[config.mk]
export PLATFORM = sky130hd
export DESIGN_NAME = if_stage
export DESIGN_NICKNAME = d
export VERILOG_FILES = /design/src/rtl/if_stage.sv
export SDC_FILE = /design/constraint.sdc
export NUM_CORES = 1
export LEC_CHECK = 0
export ABC_AREA = 1
export ABC_CLOCK_PERIOD_IN_PS = 2500
export CORE_MARGIN = 4
export CORE_UTILIZATION = 50
export DETAILED_ROUTE_END_ITERATION = 10
export MAX_ROUTING_LAYER = met4
export PLACE_DENSITY = 0.92
export SLEW_MARGIN = 10
export SYNTH_ARGS = -nofsm -noshare
export SYNTH_HDL_FRONTEND = slang
export SYNTH_SLANG_ARGS = --single-unit
[constraint.sdc]
create_clock -name clk -period 2.5 [get_ports clk]
set_input_delay 0.5 -clock clk [delete_from_list [all_inputs] [get_ports clk]]
set_output_delay 0.5 -clock clk [all_outputs]
set_load 0.02 [all_outputs]
[src/rtl/if_stage.sv]
// rtl/if_stage.sv - instruction fetch stage with IF/ID pipeline register
// Optional fetch/discard performance counters: define IF_STAGE_PERF_CNT_EN.
module if_stage #(
  parameter int unsigned     XLEN      = 32,
  parameter logic [XLEN-1:0] RESET_PC  = '0,
  parameter logic [31:0]     NOP_INSTR = 32'h0000_0013
) (
  input  logic            clk,
  input  logic            rst_n,
  input  logic            stall_if,
  input  logic            stall_id,
  input  logic            redirect_valid,
  input  logic [XLEN-1:0] redirect_pc,
  output logic            imem_req,
  output logic [XLEN-1:0] imem_addr,
  input  logic            imem_rvalid,
  input  logic [31:0]     imem_rdata,
  output logic            id_valid,
  output logic [XLEN-1:0] id_pc,
  output logic [31:0]     id_instr,
  output logic [XLEN-1:0] id_pc_plus4
`ifdef IF_STAGE_PERF_CNT_EN
  ,
  output logic [31:0]     perf_fetched,
  output logic [31:0]     perf_discarded
`endif
);

  typedef enum logic [1:0] {IDLE, WAIT, BUF} state_e;

  state_e          state_q, state_d;
  logic [XLEN-1:0] pc_q, pc_d;
  logic            discard_q, discard_d;
  logic [31:0]     buf_q, buf_d;
  logic            id_valid_q, id_valid_d;
  logic [XLEN-1:0] id_pc_q, id_pc_d;
  logic [31:0]     id_instr_q, id_instr_d;
  logic [XLEN-1:0] id_pc_plus4_q, id_pc_plus4_d;

  logic            issue;
  logic            deliver;
  logic [31:0]     deliver_instr;
  logic [XLEN-1:0] fetch_addr;
  logic [XLEN-1:0] pc_plus4;

  assign pc_plus4 = pc_q + XLEN'(4);

  always_comb begin
    state_d       = state_q;
    pc_d          = pc_q;
    discard_d     = discard_q;
    buf_d         = buf_q;
    id_valid_d    = id_valid_q;
    id_pc_d       = id_pc_q;
    id_instr_d    = id_instr_q;
    id_pc_plus4_d = id_pc_plus4_q;
    issue         = 1'b0;
    deliver       = 1'b0;
    deliver_instr = buf_q;
    fetch_addr    = pc_q;

    if (redirect_valid) begin
      // Redirect beats both stalls; an in-flight response not arriving now must be discarded later.
      pc_d       = redirect_pc & ~XLEN'(3);
      id_valid_d = 1'b0;
      id_instr_d = NOP_INSTR;
      if (state_q == WAIT && !imem_rvalid) begin
        discard_d = 1'b1;
        state_d   = WAIT;
      end else begin
        discard_d = 1'b0;
        state_d   = IDLE;
      end
    end else begin
      case (state_q)
        IDLE: begin
          if (!stall_if) begin
            issue   = 1'b1;
            state_d = WAIT;
          end
        end
        WAIT: begin
          if (imem_rvalid) begin
            if (discard_q) begin
              discard_d = 1'b0;
              state_d   = IDLE;
            end else if (!stall_id) begin
              deliver       = 1'b1;
              deliver_instr = imem_rdata;
            end else begin
              buf_d   = imem_rdata;
              state_d = BUF;
            end
          end
        end
        BUF: begin
          if (!stall_id) deliver = 1'b1;
        end
        default: state_d = IDLE;
      endcase

      if (deliver) begin
        pc_d          = pc_plus4;
        id_valid_d    = 1'b1;
        id_pc_d       = pc_q;
        id_instr_d    = deliver_instr;
        id_pc_plus4_d = pc_plus4;
        // Chaining the next fetch into the delivery cycle sustains one instruction per cycle.
        if (!stall_if) begin
          issue      = 1'b1;
          fetch_addr = pc_plus4;
          state_d    = WAIT;
        end else begin
          state_d = IDLE;
        end
      end else if (!stall_id) begin
        id_valid_d = 1'b0;
        id_instr_d = NOP_INSTR;
      end
    end
  end

  always_ff @(posedge clk or negedge rst_n) begin
    if (!rst_n) begin
      state_q       <= IDLE;
      pc_q          <= RESET_PC;
      discard_q     <= 1'b0;
      buf_q         <= '0;
      id_valid_q    <= 1'b0;
      id_pc_q       <= '0;
      id_instr_q    <= NOP_INSTR;
      id_pc_plus4_q <= XLEN'(4);
    end else begin
      state_q       <= state_d;
      pc_q          <= pc_d;
      discard_q     <= discard_d;
      buf_q         <= buf_d;
      id_valid_q    <= id_valid_d;
      id_pc_q       <= id_pc_d;
      id_instr_q    <= id_instr_d;
      id_pc_plus4_q <= id_pc_plus4_d;
    end
  end

  // The request is combinational, so it is masked while reset is held.
  assign imem_req    = issue & rst_n;
  assign imem_addr   = imem_req ? fetch_addr : '0;
  assign id_valid    = id_valid_q;
  assign id_pc       = id_pc_q;
  assign id_instr    = id_instr_q;
  assign id_pc_plus4 = id_pc_plus4_q;

`ifdef IF_STAGE_PERF_CNT_EN
  logic        drop;
  logic [31:0] perf_fetched_q, perf_fetched_d;
  logic [31:0] perf_discarded_q, perf_discarded_d;

  assign drop = redirect_valid ? ((state_q == WAIT && imem_rvalid) || state_q == BUF)
                               : (state_q == WAIT && imem_rvalid && discard_q);

  always_comb begin
    perf_fetched_d   = perf_fetched_q;
    perf_discarded_d = perf_discarded_q;
    if (deliver && perf_fetched_q != '1) perf_fetched_d = perf_fetched_q + 32'd1;
    if (drop && perf_discarded_q != '1) perf_discarded_d = perf_discarded_q + 32'd1;
  end

  always_ff @(posedge clk or negedge rst_n) begin
    if (!rst_n) begin
      perf_fetched_q   <= '0;
      perf_discarded_q <= '0;
    end else begin
      perf_fetched_q   <= perf_fetched_d;
      perf_discarded_q <= perf_discarded_d;
    end
  end

  assign perf_fetched   = perf_fetched_q;
  assign perf_discarded = perf_discarded_q;
`endif

endmodule

==> impl_metrics.py <==
metrics = {
    "cts": {
        "cts-htree-levels": 4,
        "clock-sinks": 158,
        "cts.reportedPaths.clkPinSlew_ps": 70,
        "clkLatencyLatePin_ps": 420,
        "cts_tree": "done",
        "cts_buffer_depth": 2,
        "numCtsBuffers": 17,
        "clockRootBuffer": "clkbuf_16",
        "hold_buffers": 0,
    },
    "detailed_routing": {
        "avgViaCountPerCell": 5.46,
        "routed_wl_um": 27300,
        "drtAntennaViolNets": 0,
        "drc": 0,
        "wire_per_inst_um": 18.0,
        "vias": 8284,
        "first_pass_iters": 5,
        "drt_iter0_drc": 700,
    },
    "critical_path": {
        "crit_required_ps": 2000,
        "cp-start-kind": "flop",
        "rrSetupSlack_ps": 140,
        "critical_path_arrival_ps": 2200,
        "endpoint_kind": "output pin",
        "path_class": "flop to output pin",
        "crit_path_max_fanout": 3,
    },
    "timing": {
        "worst_hold_slack_ps": 79.5,
        "setup_viol": 31,
        "fin_crit_ps": 2700,
        "min_period_over_period_pct": 108,
        "worst_slack_ps": -201,
        "worst_pin_slew_ps": 913,
        "slew_headroom_pct": 39.1,
        "fmax_mhz": 370,
        "hold_violations": 0,
        "grt_setup_unrepaired": "true",
        "finalMaxSlewViolations": 0,
        "worst_clock_skew_ps": 8.94,
    },
    "placement": {
        "pre_cts_slack_ps": -546,
        "port_buffers": 191,
        "hpwl_um": 17900,
        "dp.cells": 1458,
        "place_congestion": 0.978,
    },
    "global_route": {
        "antenna_found_initial": 1,
        "busiest_layer": "met2",
        "overflow": 0,
        "use_met1_pct": 34.7,
        "grt_first_pass_wirelength_um": 40900,
        "grt_use_total_pct": 29.7,
        "grt_max_degree": 73,
        "gr-usage-met3_pct": 7.74,
        "grt_use_met2_pct": 47.9,
        "grt_pass1_vias": 8179,
    },
    "outcome": {
        "status": "finished, violations left",
        "violations": "setup timing",
    },
    "layout": {
        "nets": 1367,
        "fin_cells": 1516,
        "final_common_cell": "nand2_1",
        "final_cell_mix": "nand2_1, clkdlybuf4s50_1, dfrtp_1, buf_4, o21ai_0",
        "drive_gt1_share_pct": 23.5,
        "area_growth_syn_to_layout_pct": 51.8,
    },
    "flow_run": {
        "drv_cap": 0,
    },
    "power": {
        "p_leak_nw": 5.72,
        "peakVddDrop_mv": 0.503,
        "p_per_area_nw_per_um2": 904,
        "power.total_w": 0.0108,
    },
    "floorplan": {
        "core_region_area_um2": 15300,
        "rows": 45,
        "ios": 200,
        "die_w_um": 133,
        "start_util_pct": 51.3,
        "die-area_um2": 17800,
        "die_y_um": 133,
    },
    "synthesis": {
        "syn_avg_cell_area_um2": 7.83,
        "synthDistinctLibCells": 37,
        "synth_seq_area_share_pct": 50.4,
        "ys_seq_elements": 158,
        "synth.yosys.warnings": 0,
        "syn-cell-area_um2": 7850,
        "netlist_instances": 1003,
    },
    "worst_hold_path": {
        "hp-class": "input pin to async pin",
    },
}
-- critical path: stages, from the launching register on --
cell and delay (ps):
dfrtp_1 440, nand2_1 130, nor2_1 230, nand2_1 170, buf_4 170, nor3_2 240
nand4_1 110, nand2_1 90, nor2_2 40, buf_4 150
-- synth_stat cells, drive strengths merged --
master / count / area [um2]
or2: 1 / 6.26
ha: 5 / 62.6
nor2: 63 / 314
mux2: 1 / 11.3
o21ai: 136 / 681
conb: 1 / 3.75
o21a: 1 / 7.51
clkinv: 1 / 3.75
dfstp: 4 / 105
inv: 99 / 372
a31oi: 1 / 6.26
nand4: 8 / 80.1
nor4: 1 / 12.5
clkbuf: 25 / 93.8
nand3: 43 / 220
a21oi: 24 / 120
xor2: 16 / 140
mux2i: 1 / 10.0
a21o: 1 / 7.51
nand2: 359 / 1360
buf: 32 / 193
nor3: 10 / 60.1
dfrtp: 154 / 3850
nor3b: 1 / 12.5
a22o: 1 / 8.76
xnor2: 2 / 17.5
o211ai: 12 / 90.1
-- power breakdown --
| part | internal [W] | total, W | switching [W] |
|---|---|---|---|
| sequential | 0.00337 | 0.00394 | 0.000563 |
| combinational | 0.00185 | 0.00408 | 0.00223 |
| clock | 0.00167 | 0.00276 | 0.00108 |
-- worst paths after layout --
| kind | startpoint | endpoint | cells past startpoint |
|---|---|---|---|
| min in group clk | id_pc[22] | id_pc[22] | 2 |
| min reg2reg | id_pc[22] | id_pc[22] | 2 |
| max reg2reg | state_q[0] | id_instr[9] | 12 |
| max in group asynchronous | rst_n | pc_q[22] | 3 |
| min | rst_n | id_pc[21] | 2 |
| max | pc_q[12] | imem_addr[29] | 9 |
-- sequential cells by signal, indices dropped and copies added (netlist names) --
signal / flops
state_q: 2
discard_q: 1
id_pc_plus4: 30
id_valid: 1
buf_q: 32
pc_q: 30
id_instr: 32
id_pc: 30
-- per-stage QoR --
step	instance area [um2]	utilization (%)	setup TNS (ps)
6_report	11900	77.8	-3920
5_1_grt	11900	77.8	-7100
3_3_place_gp	10700	69.7	-23950
3_5_place_dp	10700	69.7	-28730
2_1_floorplan	7870	-	0
4_1_cts	11600	75.5	-2710
-- metal layers --
layer / up-vias / share of wire (%)
met5: - / 0
met4: 0 / 5.1
met3: 89 / 9.9
met2: 507 / 48
met1: 3946 / 37
li1: 3742 / -
-- layout make-up --
cell class              count  area, um2
diodes                      1       2.50
clock buffers              18        429
clock inverters            13        189
fillers                  1002       3400
inverters                 100        382
multi-input cells         693       3600
flip-flops and latches    158       3960
well taps                 211        264
repair buffers            322       3090
-- cell families (layout without fill, tap and decap cells) --
| group | Yosys count | in the layout | synth area share (%) |
|---|---|---|---|
| AO/OA/AOI/OAI | 176 | 176 | 11.7 |
| multiplexers | 2 | 2 | 0.271 |
| adder cells (fa/ha/maj) | 5 | 5 | 0.797 |
| buffers and inverters | 157 | 453 | 8.43 |
| flip-flops | 158 | 158 | 50.4 |
| AND/OR/NAND/NOR | 486 | 486 | 26.3 |
| XOR/XNOR | 18 | 18 | 2.01 |
| other | 1 | 7 | 0.0478 |
-- timing repair --
action / in CTS / in global routing
buffers inserted: 16 / 12
setup endpoints to repair: 33 / 72
hold endpoints to repair: 0 / 0
gates resized for setup: 217 / 77
cloned: 1 / 1
pin swaps: 15 / 18
Power figures use the tool's default switching activity.
